### config.mk
export PLATFORM = sky130hd
export DESIGN_NAME = regfile_wb_arbiter
export DESIGN_NICKNAME = d
export VERILOG_FILES = /design/src/rtl/regfile_wb_arbiter_pkg.sv /design/src/rtl/regfile_wb_arbiter_starve_counter.sv /design/src/rtl/regfile_wb_arbiter.sv
export SDC_FILE = /design/constraint.sdc
export NUM_CORES = 1
export LEC_CHECK = 0
export CAP_MARGIN = 20
export CORE_MARGIN = 10
export CORE_UTILIZATION = 42
export DETAILED_ROUTE_END_ITERATION = 16
export GPL_TIMING_DRIVEN = 0
export PLACE_DENSITY = 0.89
export SETUP_SLACK_MARGIN = 0.4
export SLEW_MARGIN = 20
export SYNTH_ARGS = -nofsm -noshare
export SYNTH_HDL_FRONTEND = slang
export SYNTH_SLANG_ARGS = --single-unit
### constraint.sdc
create_clock -name clk -period 5.9 [get_ports clk]
set_input_delay 1.18 -clock clk [delete_from_list [all_inputs] [get_ports clk]]
set_output_delay 1.18 -clock clk [all_outputs]
set_load 0.1 [all_outputs]
### src/rtl/regfile_wb_arbiter_pkg.sv
// Shared constants for the register-file writeback arbiter.
package regfile_wb_arbiter_pkg;

    localparam logic PRIO0 = 1'b0;
    localparam logic PRIO1 = 1'b1;

    localparam int          REG_IDX_W = 5;
    localparam logic [4:0]  X0        = 5'd0;

endpackage

### src/rtl/regfile_wb_arbiter_starve_counter.sv
// Saturating stall counter for the low-priority writeback requester.
module starve_counter #(
    parameter int MAX_WAIT = 4
) (
    input  logic clk,
    input  logic rst,
    input  logic i_inc,
    input  logic i_clr,
    output logic o_at_max,
    output logic o_hit
);

    localparam logic [3:0] MAX = 4'(MAX_WAIT);

    logic [3:0] r_cnt;

    always_ff @(posedge clk or posedge rst) begin
        if (rst) begin
            r_cnt <= 4'd0;
        end else if (i_clr) begin
            r_cnt <= 4'd0;
        end else if (i_inc && (r_cnt != MAX)) begin
            r_cnt <= r_cnt + 4'd1;
        end
    end

    // o_hit: this edge takes the count up to MAX
    assign o_at_max = (r_cnt == MAX);
    assign o_hit    = i_inc && !i_clr && (r_cnt == MAX - 4'd1);

endmodule

### src/rtl/regfile_wb_arbiter.sv
// Arbitrates the register-file write port between ALU and LSU writeback,
// with a registered write stage and an anti-starvation override.
module regfile_wb_arbiter
    import regfile_wb_arbiter_pkg::*;
#(
    parameter int DATA_W   = 32,
    parameter int ADDR_W   = 5,
    parameter int MAX_WAIT = 4
) (
    input  logic              clk,
    input  logic              rst,
    input  logic              req0_valid,
    input  logic [ADDR_W-1:0] req0_rd,
    input  logic [DATA_W-1:0] req0_data,
    output logic              req0_ready,
    input  logic              req1_valid,
    input  logic [ADDR_W-1:0] req1_rd,
    input  logic [DATA_W-1:0] req1_data,
    output logic              req1_ready,
    output logic              rf_we,
    output logic [ADDR_W-1:0] rf_waddr,
    output logic [DATA_W-1:0] rf_wdata,
    output logic              starve_flag
);

    logic              r_state;
    logic              r_we;
    logic [ADDR_W-1:0] r_waddr;
    logic [DATA_W-1:0] r_wdata;

    logic              w_gnt0;
    logic              w_gnt1;
    logic              w_xfer;
    logic [ADDR_W-1:0] w_rd;
    logic [DATA_W-1:0] w_data;
    logic              w_inc;
    logic              w_clr;
    logic              w_withdraw;
    logic              w_at_max;
    logic              w_hit;

    // PRIO1 lets req1 win; otherwise req1 only gets idle slots
    assign w_gnt1 = req1_valid && ((r_state == PRIO1) || !req0_valid);
    assign w_gnt0 = req0_valid && !w_gnt1;

    assign req0_ready = w_gnt0 && !rst;
    assign req1_ready = w_gnt1 && !rst;

    assign w_xfer = req0_ready || req1_ready;
    assign w_rd   = req1_ready ? req1_rd   : req0_rd;
    assign w_data = req1_ready ? req1_data : req0_data;

    assign w_withdraw = (r_state == PRIO1) && !req1_valid;
    assign w_inc      = req1_valid && !req1_ready;
    assign w_clr      = req1_ready || w_withdraw;

    starve_counter #(
        .MAX_WAIT (MAX_WAIT)
    ) u_cnt (
        .clk      (clk),
        .rst      (rst),
        .i_inc    (w_inc),
        .i_clr    (w_clr),
        .o_at_max (w_at_max),
        .o_hit    (w_hit)
    );

    always_ff @(posedge clk or posedge rst) begin
        if (rst) begin
            r_state <= PRIO0;
        end else if (r_state == PRIO0) begin
            if (w_hit || (w_at_max && req1_valid)) begin
                r_state <= PRIO1;
            end
        end else if (req1_ready || w_withdraw) begin
            r_state <= PRIO0;
        end
    end

    // rd==x0 is accepted but never enabled at the register file
    always_ff @(posedge clk or posedge rst) begin
        if (rst) begin
            r_we    <= 1'b0;
            r_waddr <= '0;
            r_wdata <= '0;
        end else if (w_xfer) begin
            r_we    <= (w_rd != ADDR_W'(X0));
            r_waddr <= w_rd;
            r_wdata <= w_data;
        end else begin
            r_we    <= 1'b0;
        end
    end

    assign rf_we       = r_we;
    assign rf_waddr    = r_waddr;
    assign rf_wdata    = r_wdata;
    assign starve_flag = (r_state == PRIO1);

endmodule

==> results by group <==
Yosys
  – Syn Std Cell Area: 0.00214 mm2
  – Syn. warnings: 0
  – Synth Area per Inst: 10.2 um2
  – Net Count, Synth: 289
  – Register area share after synthesis: 0.504
  – Synth top area cells: dfrtp_1 (50%), o22ai_2 (17%), nor2_1 (12%), mux2i_1 (2.8%), buf_6 (2.6%)
  – Synth cell types: 26
  – Post-synth EDFFs: 0
  – Number of synthesized register bits: 43
  – Cells after Synth: 209
  – Post-synth top area cell: dfrtp_1
  – Dominant synthesized flop cell: dfrtp_1
  – Post-synth top area share: 0.504
  – Fraction of registers with async set/reset: 1.00

Clocking
  – CTS tree: built
  – Setup bufs post-CTS: 0
  – CTS Buffer Depth: 2
  – Clk root buf: clkbuf_8
  – Post-CTS Hold Fix Bufs: 0
  – CTS buffer count: 5
  – CTS Sinks: 43
  – PostCTS Resize Cnt: 0
  – Worst-Skew Late Latency: 280 ps
  – Htree depth: 2
  – Reg clk slew, reported paths: 80 ps

Timing
  – Setup violations, final: 0
  – Slew of the pin with the lowest slew margin: 1010 ps
  – Hold Violations, Final: 0
  – Final Max Tran Viols: 0
  – Fmax: 0.193 GHz
  – RSZ-0062 raised after global routing: no
  – Rel. slew slack: 0.326
  – Clock skew: 4.64 ps
  – Setup TNS: 0 ps
  – Final Cycle Share: 0.880
  – Post-route minimum period: 5190 ps

Placement
  – Post-DP HPWL: 5410 um
  – Port bufs: 117
  – GPL Wtd Cong: 0.824
  – Post-Place Cells: 394

Worst setup path
  – Cell depth of the worst setup path: 7
  – CP top delay family: buffers and inverters
  – Nature of the critical path endpoint: primary output
  – FF-to-FF setup slack: 4330 ps
  – CP Buf/Inv Count: 6
  – Maximum fanout along the worst path: 25
  – R2R cell count: 6
  – Critical Path, Cell by Cell: clkdlybuf4s50_1 -> inv_2 -> nand3_1 -> buf_4 -> buf_4 -> inv_1 -> clkdlybuf4s50_1
  – R2R Path End: rf_wdata[4]$_DFFE_PP0P_
  – Worst Setup SP: rst
  – Crit Reg-Reg Startpoint: starve_flag$_DFF_PP0_
  – CP max stage delay: 1130 ps
  – Arrival time worst endpoint: 4010 ps
  – Required time worst endpoint: 4720 ps
  – Worst Path Class, Setup: primary input to primary output
  – Startpoint class of the critical path: primary input
  – Crit path to: req0_ready
  – CP max stage cell: clkdlybuf4s50_1

Route
  – Post-route DRC violation count: 0
  – Initial DRC Count: 42
  – Post-DR wirelength/cell: 16.5 um
  – DR vias/cell: 4.92
  – Vias: 1977
  – DRT antenna net count: 0
  – Post-Route WL: 6640 um
  – Drt pass-1 iters: 4

Floorplan
  – Row count: 25
  – Die height: 91.3 um
  – Core area: 0.00482 mm2
  – Die Width: 91.3 um
  – Ports: 119
  – Initial core utilization: 0.443
  – Die ar.: 0.00834 mm2

Layout
  – Layout cell share with drive strength beyond 1: 0.146
  – Synth-to-Final Area Change: 63.9%
  – Layout Cells excl Fill: 402
  – Fin nets: 414
  – N_diodes: 0

Power
  – Power Dens Cells: 384 mW/mm2
  – Leakage: 0.00143 uW
  – Maximum VDD drop: 0.000246 V

GRT
  – Routing usage on met2: 0.272
  – Number of global-route vias before repair: 2197
  – Congestion Overflow GR: 0
  – Gr usage total: 0.158
  – First-pass GRT wire length: 10900 um
  – Most used routing layer: met2
  – Met1 global-route usage: 0.177
  – Pin count of the biggest net entering global routing: 26
  – GRT met3 Usage: 0.0691
  – Initial antenna violation count: 0

Run status
  – Status: finished clean

Worst hold path
  – Hold Crit Class: register to register
  – HP Start: rf_wdata[28]$_DFFE_PP0P_

Flow run
  – MaxCap Viol Count: 0
[cells by family after synthesis]
group / Yosys count / share of synthesized area
and+or+nand+nor: 88 / 0.172
AOI/OAI and AO/OA: 50 / 0.227
DFF: 43 / 0.504
buffers and inverters: 20 / 0.0580
muxes: 6 / 0.0281
adders and majority gates: 2 / 0.0117
[layer usage]
metal  vias to the layer above  share of wire
met4                         0         0.0065
met2                        80           0.48
met1                       921           0.43
li1                        972              -
met5                         -              0
met3                         4          0.086
[worst min-delay path, delay by kind of cell (launching register included)]
family	cells	cell delay [ps]
AND/OR/NAND/NOR	2	120
flip-flops	1	340
[sequential cells by signal, indices dropped and copies added (netlist names)]
signal       count
rf_waddr         5
rf_wdata        32
rf_we            1
starve_flag      1
u_cnt.r_cnt      4
[worst min path at each step]
stage / end / slack, ps / depth (start not counted)
after global placement: rf_wdata[18]$_DFFE_PP0P_ / 470 / 2
after global routing: rf_wdata[24]$_DFFE_PP0P_ / 520 / 2
final: rf_wdata[28]$_DFFE_PP0P_ / 500 / 2
after CTS: rf_wdata[24]$_DFFE_PP0P_ / 500 / 2
after floorplan: u_cnt.r_cnt[0]$_DFFE_PP0P_ / 510 / 1
after detailed placement: rf_wdata[24]$_DFFE_PP0P_ / 480 / 2
[layout by cell type (no fill, tap or decap), types with 2 or more instances in the layout]
cell type and n:
o21ai_1 2, or4_1 3, inv_1 5, buf_4 2
clkbuf_8 5, o22ai_2 29, o21ai_0 8, nand2_1 7
o22ai_1 5, nand3_1 3, inv_2 2, nor2_1 69
buf_2 3, clkbuf_1 5, ha_1 2, o211ai_1 2
dfrtp_1 43, a21oi_1 2, buf_6 5, mux2i_1 6
clkdlybuf4s50_1 117, o21a_1 2
[through the flow]
step | hold WS (ps) | worst slack, ps | instance area, um2 | power (uW) | utilization
finish | 497 | 707 | 3500 | 1340 | 0.726
global route | 517 | 475 | 3500 | 1410 | 0.726
CTS | 503 | 634 | 3500 | 1360 | 0.726
detailed placement | 485 | 635 | 3420 | 1180 | 0.710
global placement | 474 | -330 | 3390 | 1160 | 0.704
floorplan | 508 | 1370 | 2140 | 953 | -
[Yosys cell counts (2+ instances only)]
| cell | instances |
|---|---|
| a21oi_1 | 2 |
| inv_1 | 6 |
| nand3_1 | 3 |
| o21ai_0 | 8 |
| buf_4 | 2 |
| o21ai_1 | 2 |
| or4_1 | 3 |
| ha_1 | 2 |
| o21a_1 | 2 |
| buf_6 | 5 |
| o22ai_1 | 5 |
| nor2_1 | 69 |
| dfrtp_1 | 43 |
| o22ai_2 | 29 |
| mux2i_1 | 6 |
| o211ai_1 | 2 |
| nand2_1 | 7 |
| clkbuf_1 | 3 |
| buf_2 | 3 |
[area by class of cell]
type	instances	area (um2)
Timing Repair Buffer	118	1200
Inverter	7	26.3
Clock inverter	1	5.00
Sequential cell	43	1080
Fill cell	385	1320
Tap cell	67	83.8
Multi-Input combinational cell	146	936
Buffer	13	97.6
Clock buffer	7	76.3
[where the power goes]
part	switching (uW)	internal, uW	leakage (uW)	total [uW]
registers	42.9	358	0.000489	401
logic	553	211	0.000896	763
clock network	94.6	83.2	0.0000422	178
Note: power is estimated with default switching activity, not from simulation.
